--- config.mk ---
export PLATFORM = sky130hd
export DESIGN_NAME = uart_tx_fifo_p_flat
export DESIGN_NICKNAME = d
export VERILOG_FILES = /design/src/rtl/uart_tx_fifo_p_if.sv /design/src/rtl/uart_tx_fifo_p.sv /design/src/flat_wrapper.sv
export SDC_FILE = /design/constraint.sdc
export NUM_CORES = 1
export LEC_CHECK = 0
export ABC_AREA = 1
export BUFFER_PORTS_ARGS = -buffer_cell sky130_fd_sc_hd__buf_2
export CAP_MARGIN = 20
export CORE_ASPECT_RATIO = 1.75
export CORE_MARGIN = 2
export CORE_UTILIZATION = 55
export DETAILED_ROUTE_END_ITERATION = 6
export MAX_ROUTING_LAYER = met4
export PLACE_DENSITY = 0.73
export SLEW_MARGIN = 15
export SYNTH_ARGS = -nofsm -noshare
export SYNTH_HDL_FRONTEND = slang
export SYNTH_SLANG_ARGS = --single-unit
--- constraint.sdc ---
create_clock -name clk -period 6.85 [get_ports clk]
set_clock_uncertainty 0.2 [all_clocks]
set_input_delay 0.3425 -clock clk [delete_from_list [all_inputs] [get_ports clk]]
set_output_delay 0.3425 -clock clk [all_outputs]
set_load 0.01 [all_outputs]
--- src/rtl/uart_tx_fifo_p_if.sv ---
// Host/transmitter-side bundle of the UART transmit FIFO: write port, read port and status.
interface uart_tx_fifo_p_if #(
  parameter int DATA_WIDTH = 8,
  parameter int DEPTH      = 16
);
  logic                       flush;
  logic                       wr_en;
  logic [DATA_WIDTH-1:0]      wr_data;
  logic                       rd_en;
  logic [DATA_WIDTH-1:0]      rd_data;
  logic                       rd_valid;
  logic                       full;
  logic                       empty;
  logic                       almost_full;
  logic                       almost_empty;
  logic [$clog2(DEPTH):0]     level;
  logic                       overflow;
  logic                       underflow;

  modport master (
    output flush, wr_en, wr_data, rd_en,
    input  rd_data, rd_valid, full, empty, almost_full, almost_empty,
           level, overflow, underflow
  );

  modport slave (
    input  flush, wr_en, wr_data, rd_en,
    output rd_data, rd_valid, full, empty, almost_full, almost_empty,
           level, overflow, underflow
  );
endinterface

--- src/rtl/uart_tx_fifo_p.sv ---
// UART transmit FIFO: circular buffer with occupancy flags and sticky errors.
// Define UART_TX_FIFO_FWFT_EN for first-word-fall-through output; default is registered read.
module uart_tx_fifo_p #(
  parameter int DATA_WIDTH = 8,
  parameter int DEPTH      = 16,
  parameter int AF_THRESH  = DEPTH - 2,
  parameter int AE_THRESH  = 2
) (
  input logic              clk,
  input logic              areset_n,
  uart_tx_fifo_p_if.slave  bus
);
  localparam int AW = $clog2(DEPTH);
  localparam int LW = AW + 1;

  logic [DATA_WIDTH-1:0] r_mem [DEPTH];
  logic [AW-1:0]         r_wptr;
  logic [AW-1:0]         r_rptr;
  logic [LW-1:0]         r_level;
  logic                  r_overflow;
  logic                  r_underflow;

  logic w_full;
  logic w_empty;
  logic w_push;
  logic w_pop;

  assign w_full  = (r_level == LW'(DEPTH));
  assign w_empty = (r_level == '0);
  assign w_pop   = bus.rd_en && !w_empty;
  // A full FIFO still accepts a write when the same cycle frees a slot.
  assign w_push  = bus.wr_en && (!w_full || w_pop);

  assign bus.full         = w_full;
  assign bus.empty        = w_empty;
  assign bus.almost_full  = (r_level >= LW'(AF_THRESH));
  assign bus.almost_empty = (r_level <= LW'(AE_THRESH));
  assign bus.level        = r_level;
  assign bus.overflow     = r_overflow;
  assign bus.underflow    = r_underflow;

  // NOTE: state registers use non-blocking assignments so every always_ff samples pre-edge values.
  always_ff @(posedge clk or negedge areset_n) begin
    if (!areset_n) begin
      r_wptr      <= '0;
      r_rptr      <= '0;
      r_level     <= '0;
      r_overflow  <= 1'b0;
      r_underflow <= 1'b0;
    end else if (bus.flush) begin
      r_wptr      <= '0;
      r_rptr      <= '0;
      r_level     <= '0;
      r_overflow  <= 1'b0;
      r_underflow <= 1'b0;
    end else begin
      if (w_push) r_wptr <= r_wptr + AW'(1);
      if (w_pop)  r_rptr <= r_rptr + AW'(1);
      if (w_push && !w_pop)      r_level <= r_level + LW'(1);
      else if (!w_push && w_pop) r_level <= r_level - LW'(1);
      if (bus.wr_en && !w_push) r_overflow  <= 1'b1;
      if (bus.rd_en && w_empty) r_underflow <= 1'b1;
    end
  end

  // NOTE: storage has no reset; stale words are unreachable once the pointers and level are cleared.
  always_ff @(posedge clk) begin
    if (w_push && !bus.flush) r_mem[r_wptr] <= bus.wr_data;
  end

`ifdef UART_TX_FIFO_FWFT_EN
  assign bus.rd_data  = r_mem[r_rptr];
  assign bus.rd_valid = !w_empty;
`else
  logic [DATA_WIDTH-1:0] r_rd_data;
  logic                  r_rd_valid;

  always_ff @(posedge clk or negedge areset_n) begin
    if (!areset_n) begin
      r_rd_data  <= '0;
      r_rd_valid <= 1'b0;
    end else if (bus.flush) begin
      r_rd_valid <= 1'b0;
    end else begin
      r_rd_valid <= w_pop;
      if (w_pop) r_rd_data <= r_mem[r_rptr];
    end
  end

  assign bus.rd_data  = r_rd_data;
  assign bus.rd_valid = r_rd_valid;
`endif
endmodule

--- src/flat_wrapper.sv ---
// flat-port wrapper written by rule: the top's interface ports become plain ports
module uart_tx_fifo_p_flat 
#(
  parameter int DATA_WIDTH = 8,
  parameter int DEPTH      = 16,
  parameter int AF_THRESH  = DEPTH - 2,
  parameter int AE_THRESH  = 2
)
  (clk, areset_n, bus_flush, bus_wr_en, bus_wr_data, bus_rd_en, bus_rd_data, bus_rd_valid, bus_full, bus_empty, bus_almost_full, bus_almost_empty, bus_level, bus_overflow, bus_underflow);
  uart_tx_fifo_p_if #(.DATA_WIDTH(DATA_WIDTH), .DEPTH(DEPTH)) bus_i ();
  input logic clk;
  input logic areset_n;
  input wire logic [$bits(bus_i.flush)-1:0] bus_flush;
  input wire logic [$bits(bus_i.wr_en)-1:0] bus_wr_en;
  input wire logic [$bits(bus_i.wr_data)-1:0] bus_wr_data;
  input wire logic [$bits(bus_i.rd_en)-1:0] bus_rd_en;
  output wire logic [$bits(bus_i.rd_data)-1:0] bus_rd_data;
  output wire logic [$bits(bus_i.rd_valid)-1:0] bus_rd_valid;
  output wire logic [$bits(bus_i.full)-1:0] bus_full;
  output wire logic [$bits(bus_i.empty)-1:0] bus_empty;
  output wire logic [$bits(bus_i.almost_full)-1:0] bus_almost_full;
  output wire logic [$bits(bus_i.almost_empty)-1:0] bus_almost_empty;
  output wire logic [$bits(bus_i.level)-1:0] bus_level;
  output wire logic [$bits(bus_i.overflow)-1:0] bus_overflow;
  output wire logic [$bits(bus_i.underflow)-1:0] bus_underflow;
  assign bus_i.flush = bus_flush;
  assign bus_i.wr_en = bus_wr_en;
  assign bus_i.wr_data = bus_wr_data;
  assign bus_i.rd_en = bus_rd_en;
  assign bus_rd_data = bus_i.rd_data;
  assign bus_rd_valid = bus_i.rd_valid;
  assign bus_full = bus_i.full;
  assign bus_empty = bus_i.empty;
  assign bus_almost_full = bus_i.almost_full;
  assign bus_almost_empty = bus_i.almost_empty;
  assign bus_level = bus_i.level;
  assign bus_overflow = bus_i.overflow;
  assign bus_underflow = bus_i.underflow;
  uart_tx_fifo_p #(.DATA_WIDTH(DATA_WIDTH), .DEPTH(DEPTH), .AF_THRESH(AF_THRESH), .AE_THRESH(AE_THRESH)) u_core (.clk(clk), .areset_n(areset_n), .bus(bus_i));
endmodule
# Word-level counts from Yosys, hierarchy flattened
# Memories as Yosys holds them, arrays and structs flattened. A register that Yosys moved wholly into a read port is not among the register bits.
# Index checks and enable logic that the tools add are counted.
# op_classes
addsub,4
magnitude_cmp,2
n_eq_ne,1
n_mux,14
n_bitwise,1
n_reduce_logical,21
# ops
operator,count
4-bit 2-to-1 mux,4
5-bit 2-to-1 mux,3
4-bit by 1-bit adder with 4-bit output (second input constant),2
2-bit nonzero test,4
1-bit logical AND,7
1-bit 2-to-1 mux,7
1-bit logical NOT,6
5-bit by 1-bit adder with 5-bit output (second input constant),1
5-bit == test (second input constant),1
5-bit by 4-bit >= comparator with 1-bit output (second input constant),1
5-bit by 2-bit less-or-equal comparator with 1-bit output (second input constant),1
5-bit logical NOT,1
5-bit by 1-bit subtractor with 5-bit output (second input constant),1
3-bit nonzero test,1
2-bit AND reduction,1
1-bit logical OR,1
1-bit NOT,1
# totals
ff_bits,16
mem_bits_rw,128
inputBits,13
mem_count,1
# memory_table
name,words,word_bits,read_ports,rd_clocked_by_memory_dff,write_ports,line,source
u_core.r_mem,16,8,1,1,1,uart_tx_fifo_p.sv:16,logic [DATA_WIDTH-1:0] r_mem [DEPTH];

# Logic depth before layout (Yosys ltp)
# Gate-level depths: netlist of run 1.
# depth
depth_word,10
ltp_mapped,14
mapped_depth_nobuf,14

# Worst setup path before layout of run 1
# OpenSTA, ideal clock, no wires.
# synth_timing
kind,register -> register
from,"reg u_core.r_level[0], in the netlist u_core.bus.level[0]"
to,"mem u_core.r_mem[12][0], enable pin"
setup_time_ns,0.383
arrival_time_ns,1.637
t_required_ns,6.267
setup_slack_ns,4.630
stages_incl_launch_ff,7
period_less_slack_ns,2.220
cell_sequence,dfrtp_1 nor2_2 nand3_2 o21ai_2 nor2_4 inv_4 nor3_1
# synth_via
elab_chain_len,8
elab_cells_between_ends,10
# synth_rtl
element,line,source
"start, declared",uart_tx_fifo_p.sv:19,logic [LW-1:0] r_level;
"start signal, assigned",uart_tx_fifo_p.sv:59,if (w_push && !w_pop) r_level <= r_level + LW'(1);
"start signal, assigned",uart_tx_fifo_p.sv:60,else if (!w_push && w_pop) r_level <= r_level - LW'(1);
5-bit logical NOT,uart_tx_fifo_p.sv:29,assign w_empty = (r_level == '0);
1-bit logical NOT,uart_tx_fifo_p.sv:30,assign w_pop = bus.rd_en && !w_empty;
1-bit logical AND,uart_tx_fifo_p.sv:30,
1-bit logical OR *,uart_tx_fifo_p.sv:32,assign w_push = bus.wr_en && (!w_full || w_pop);
1-bit logical AND *,uart_tx_fifo_p.sv:32,
1-bit logical AND *,uart_tx_fifo_p.sv:68,if (w_push && !bus.flush) r_mem[r_wptr] <= bus.wr_data;
1-bit 2-to-1 mux *,uart_tx_fifo_p.sv:68,
1-bit 2-to-1 mux (not written as such) *,uart_tx_fifo_p.sv:68,
"end, declared",uart_tx_fifo_p.sv:16,
# Every way passes the cells marked *; elsewhere a longest branch is shown, timed or not.

# Final worst setup path of run 1
# layout_timing
from,"reg u_core.r_level[1], in the netlist u_core.bus.level[1]"
to,"mem u_core.r_mem[1][7], enable pin"
# Same word-level chain as after synthesis.

==> run metrics, run 1 <==
fin. max-slew vios=0; Root Driver=clkbuf_16; Tot Pwr=2.683 mW; WHS Path Cells=3; Top Ports=33; ys flop type=edfxtp_1; total core area=12300 um^2; FILL cells=989; Least-Margin Pin Slew=1.078 ns; clk sink count=152; DR WL met2=8631 um; n_diodes=0; P_leak=3.379 nW; Starting Density=55.84%; DP HPWL=10330 um; vias per cell=5.339; area of the die=13430 um^2; synthesized cell area=6867 um^2; Syn. warnings=0; nets@finish=739; Longest Clk Path Bufs=2; status=finished, final reports clean; global-route wire length before repair=24990 um; Worst setup SP type=flip-flop; CTS tree=yes; worst vdd ir=0.2313 mV; chip height=151.8 um; postcts setup bufs=0; port bufs=32; share of cells above drive strength 1=12.76%; critical path fanouts, max=8; top routing layer used=met4; number of remaining DRC errors=0; crit path kind=flip-flop to flip-flop; Worst Path Arrival=2.37 ns; CP required=6.69 ns; GRT overflow=0; WL final=15940 um; final hold vios=0; Skew-Pair Late Insertion Delay=0.42 ns; Setup violations, final=0; TritonRoute pass-1 iters=6; metal3 WL=998 um; Synth Register Bits=152; r2r worst-path depth=6; CP Capture Type=flip-flop; Slew headroom=27.56%; slowest cell delay on critical path=0.83 ns; RePlAce Congestion=0.9705; FFs w/ async S/R, synth=15.79%; storage element area=4446 um^2; Row Count=54; vias in the first global route=4751; antenna violation net count after detailed routing=0; Place WS=4.346 ns; Multi-input gate area=1929 um^2; largest net degree at the start of global routing=67; Via Count=4789; Yosys cell types=30; synthesis-to-finish area growth=12.28%; HP Class=primary input to flip-flop; Syn Inst Count=683; register area share after synthesis=64.72%; placed insts=861; GRT Total Usage=26.35%; WL/cell=17.77 um; final setup TNS=0 ns; post-route minimum period=2.531 ns; CP max stage cell=nor3_1; mean area per synthesized cell=10.05 um^2; Tcrit/Tclk final=36.95%; H-tree levels=4; Num CTS Buffers=17; critical-path cell list=nor2_2 -> nand3_2 -> o21ai_2 -> nor2_4 -> inv_4 -> nor3_1; PnR worst setup slack=4.319 ns; number of max-cap violations=0; clk slew on worst S/H paths=0.06 ns; die extent in x=88.47 um; Synthesized Nets=706; worst hold slack=0.05149 ns; final cell count without fillers=897; PD cells=347.9 nW/um^2; RSZ-0062 raised after global routing=no; fmax=0.3951 GHz; number of synthesized flops with an enable pin=128; antenna violations before repair=0; WL met1=5718 um; DRC marker count from the first detailed-route iteration=519
[cells in the mapped netlist, types with 2 or more instances]
cell,instances,area [um^2]
nand3_1,89,445.4
o21ai_0,3,15.01
buf_2,15,75.07
nand3_2,3,30.03
buf_4,8,60.06
inv_2,2,7.510
nand2_1,259,972.2
ha_1,9,112.6
clkinv_1,3,11.26
clkbuf_1,2,7.510
nor3_1,14,70.07
a21oi_1,5,25.02
a21oi_4,2,32.53
nand2_2,3,18.77
nor2_4,4,45.04
o21ai_1,3,15.01
edfxtp_1,128,3844
nand2_4,2,22.52
inv_4,2,12.51
inv_1,82,307.8
dfrtp_1,24,600.6
nor2_1,13,48.80
[per-layer routing]
| layer | global-route usage [%] | vias to the layer above |
|---|---|---|
| met5 | - | - |
| met4 | 11.18 | 0 |
| met3 | 3.802 | 40 |
| met2 | 44.90 | 193 |
| met1 | 30.41 | 2277 |
| li1 | - | 2279 |
[kinds of logic after synthesis]
logic type / share of synthesized area [%]
and+or+nand+nor: 24.51
adders and majority gates: 1.932
xor gates and xnor gates: 0.2551
DFF: 64.72
buffers and inverters: 7.179
AOI/OAI and AO/OA: 1.403
[final timing paths]
| path | start | slack, ns | endpoint |
|---|---|---|---|
| max | u_core.bus.level[1] | 4.32 | u_core.r_mem[1][7] |
| min | bus_wr_en | 0.05 | u_core.bus.overflow |
| max reg2reg | u_core.bus.level[1] | 4.32 | u_core.r_mem[1][7] |
| min reg2reg | u_core.bus.rd_data[0] | 0.28 | u_core.bus.rd_data[0] |
| max in group asynchronous | areset_n | 5.73 | u_core.r_rptr[0] |
| min in group asynchronous | areset_n | 0.27 | u_core.bus.rd_data[1] |
[through the flow]
| stage | utilization [%] | area, um^2 |
|---|---|---|
| finish | 62.70 | 7710 |
| global route | 62.70 | 7710 |
| global placement | 57.86 | 7114 |
| detailed placement | 57.86 | 7114 |
| CTS | 62.45 | 7680 |
| floorplan | - | 6867 |
[critical path, delay by kind of cell, from the launching register on]
| family | cells | cell delay, ns |
|---|---|---|
| flip-flops | 1 | 0.49 |
| AO/OA/AOI/OAI | 1 | 0.13 |
| AND/OR/NAND/NOR | 4 | 1.23 |
| buffers and inverters | 1 | 0.09 |
[timing repair]
action                                 4_1_cts  5_1_grt
resized for setup                            0        0
endpoints found under the hold margin       24        0
hold buffers                                 1        0
[cells in the final DEF, fill, tap and decap left out, types with 4 or more instances in the layout]
cell type / count
nand2_1: 259
edfxtp_1: 128
nand3_1: 89
inv_1: 82
buf_2: 34
dfrtp_1: 23
clkbuf_16: 17
nor3_1: 14
nor2_1: 13
ha_1: 9
inv_6: 7
a21oi_1: 5
clkinvlp_4: 5
nor2_4: 4
buf_4: 4
[where the power goes]
group / internal (mW) / switching (mW) / total (mW)
combinational: 0.215 / 0.495 / 0.710
sequential: 1.05 / 0.0400 / 1.09
clock: 0.476 / 0.404 / 0.880
[registers in the layout, indices dropped and copies added, names as in the netlist]
signal	flops
u_core.r_mem	128
u_core.bus.rd_data	8
u_core.bus.level	5
u_core.r_rptr	4
u_core.r_wptr	4
u_core.bus.overflow	1
u_core.bus.rd_valid	1
u_core.bus.underflow	1
[cell type report]
cell class | count | share of cell area (%)
clock buffers | 17 | 5.518
clock inverters | 15 | 1.688
inverters | 89 | 4.398
multi-input cells | 416 | 25.02
flip-flops and latches | 152 | 57.66
well taps | 168 | 2.726
repair buffers | 40 | 2.986
Note: power is estimated with default switching activity, not from simulation.
==> inputs of run 2 (changes only) <==
Settings changed: PLACE_DENSITY 0.73 to 0.75.
Clock period 6.85 ns to 2 ns, I/O delays scaled along.
==> run 2 against run 1 <==
  * The run now ends with negative setup slack left
  * Critical endpoint is now u_core.bus.level[4]
  * Largest power group unchanged
  * Routed wire length increased by 7.7%
  * Fmax increased by 17%
  * Global-route usage increased by 1.2 points
==> run metrics, run 2 (synthesis results as in run 1) <==
r2r worst-path depth=13 (+7); worst vdd ir=0.7917 mV (+240%); Util after Layout=68.36% (+5.7 points); placed insts=902 (+4.8%); clk sink count=152 (unchanged); port bufs=32 (unchanged); CP max stage cell=dfrtp_2; WL/cell=17.99 um (+1.2%); CP required=2.10 ns (-4.59 ns); Worst R2R Setup Slack=-0.17 ns (-4.49 ns); failing checks=negative setup slack; Starting Density=55.84% (unchanged); share of cells above drive strength 1=19.97% (+7.2 points); Longest Clk Path Bufs=2 (unchanged); Tcrit/Tclk final=108.6% (+72 points); cell repeated most along the worst path=nand2_1; clk slew on worst S/H paths=0.06 ns (about the same); status=complete, but fails checks; die extent in x=88.47 um (unchanged); Slew headroom=57.44% (+30 points); antenna violation net count after detailed routing=0 (unchanged); Least-Margin Pin Slew=0.6349 ns (-0.4434 ns); Most flops, register=u_core.r_mem; critical-path cell list=nor2_4 -> nand3_2 -> buf_4 -> nand3_4 -> ha_1 -> nand3_2 -> nand3_2 -> nand2_1 -> nand2_1 -> nand3_1 -> nand2_1 -> nand2_1 -> nand2_1; Via Count=5203 (+8.6%); slowest cell delay on critical path=0.42 ns (-0.41 ns); PnR worst setup slack=-0.1713 ns (-4.490 ns); WL final=17160 um (+7.7%); reg2reg start=u_core.bus.level[0]; largest net degree at the start of global routing=48 (-28%); most frequent cells in the layout=259 x nand2_1, 128 x edfxtp_1, 87 x nand3_1; DP HPWL=11300 um (+9.4%); critical path fanouts, max=6 (-2); Worst setup SP type=flip-flop; nets@finish=796 (+7.7%); Setup violations, final=2 (+2); crit path kind=flip-flop to flip-flop; Num CTS Buffers=17 (unchanged); GRT overflow=0 (unchanged); RSZ-0062 raised after global routing=yes; vias in the first global route=5242 (+10%); Row Count=54 (unchanged); chip height=151.8 um (unchanged); final cell count without fillers=954 (+6.4%); TritonRoute pass-1 iters=5 (-1); fmax=0.4606 GHz (+17%); DRC marker count from the first detailed-route iteration=345 (-34%); antenna violations before repair=0 (unchanged); max FFs per register=128 (unchanged); P_leak=3.710 nW (+9.8%); PD cells=1193 nW/um^2 (+240%); CTS tree=yes; CP Capture Type=flip-flop; Top Ports=33 (unchanged); Root Driver=clkbuf_16; final hold vios=0 (unchanged); number of remaining DRC errors=0 (unchanged); synthesis-to-finish area growth=22.41%; Skew-Pair Late Insertion Delay=0.41 ns (about the same); Worst Path Arrival=2.27 ns (-0.10 ns); RR Endpoint=u_core.bus.level[4]; commonest non-fill, non-tap cell in the layout=nand2_1; n_diodes=0 (unchanged); fin. max-slew vios=0 (unchanged); total core area=12300 um^2 (unchanged); area of the die=13430 um^2 (unchanged); number of max-cap violations=0 (unchanged); GRT Total Usage=27.53% (+1.2 points); vias per cell=5.454 (+2.2%); H-tree levels=4 (unchanged); final setup TNS=-0.3038 ns (-0.3038 ns); Place WS=-0.3090 ns (-4.655 ns); post-route minimum period=2.171 ns (-0.3598 ns); global-route wire length before repair=26500 um (+6.0%); RePlAce Congestion=0.9378 (-3.4%); HP Class=primary input to async pin
run 2: cell types whose count changed in the layout (fill, tap and decap cells not counted), moves of 5 or more:
| cell | previous run | this run |
|---|---|---|
| nor3_1 | 14 | 5 |
| nor3_2 | 0 | 7 |
| inv_6 | 7 | 2 |
| nor2_4 | 4 | 9 |
| buf_4 | 4 | 45 |
| dlygate4sd3_1 | 1 | 14 |
run 2: timing repair:
action / 4_1_cts / 5_1_grt
resized for setup: 10 / 11
endpoints found under the setup margin: 91 / 58
endpoints found under the hold margin: 157 / 2
pin swaps: 6 / 2
hold buffers: 13 / 2
setup buffers: 4 / 0
run 2: final cells by class:
| type | instances | area [um^2] |
|---|---|---|
| sequential | 152 | 4451 |
| fill | 904 | 3891 |
| timing repair buffer | 97 | 728.2 |
| tap | 168 | 210.2 |
| clock buffer | 18 | 429.2 |
| inverter | 89 | 339.1 |
| clock inverter | 14 | 197.7 |
| multi-input combinational | 416 | 2051 |
run 2: per-stage QoR:
| step | hold WS, ns | area (um^2) | power, mW |
|---|---|---|---|
| global placement | -0.07912 | 7500 | 6.455 |
| detailed placement | -0.07847 | 7500 | 6.532 |
| CTS | -0.04205 | 8329 | 9.973 |
| finish | 0.01700 | 8406 | 10.03 |
| global route | 0.06376 | 8406 | 10.47 |
| floorplan | -0.3956 | 6894 | 5.518 |
run 2: how the worst max path moves through the flow:
| stage | slack, ns | depth (start not counted) | to | from |
|---|---|---|---|---|
| 2_1_floorplan | -0.15 | 6 | u_core.r_mem[12][0] | u_core.bus.level[0] |
| 3_3_place_gp | -0.19 | 6 | u_core.r_mem[1][1] | u_core.bus.level[3] |
| 3_5_place_dp | -0.31 | 6 | u_core.r_mem[1][0] | u_core.bus.level[3] |
| 4_1_cts | -0.21 | 6 | u_core.r_mem[13][5] | u_core.bus.level[0] |
| 5_1_grt | -0.28 | 13 | u_core.bus.level[4] | u_core.bus.level[0] |
| 6_report | -0.17 | 13 | u_core.bus.level[4] | u_core.bus.level[0] |
run 2: routing by layer:
metal / track usage (%) / part of all wire, % / vias to the layer above
li1: - / - / 2398
met4: 17.10 / 6.7 / 0
met3: 5.378 / 5.9 / 68
met2: 47.19 / 55 / 255
met1: 27.67 / 33 / 2482
met5: - / 0 / -
run 2: power breakdown:
group | switching, mW | internal (mW) | total, mW | leakage [nW]
clock | 1.24 | 2.10 | 3.34 | 0.298
combinational | 1.92 | 1.06 | 2.97 | 1.95
sequential | 0.103 | 3.61 | 3.72 | 1.46
total | 3.26 | 6.77 | 10.0 | 3.71
run 2: worst max-delay path, delay by kind of cell (launching register included):
family | cells | cell delay [ns]
flops | 1 | 0.42
fa+ha+maj | 1 | 0.28
simple gates | 11 | 0.96
buf+inv | 1 | 0.19
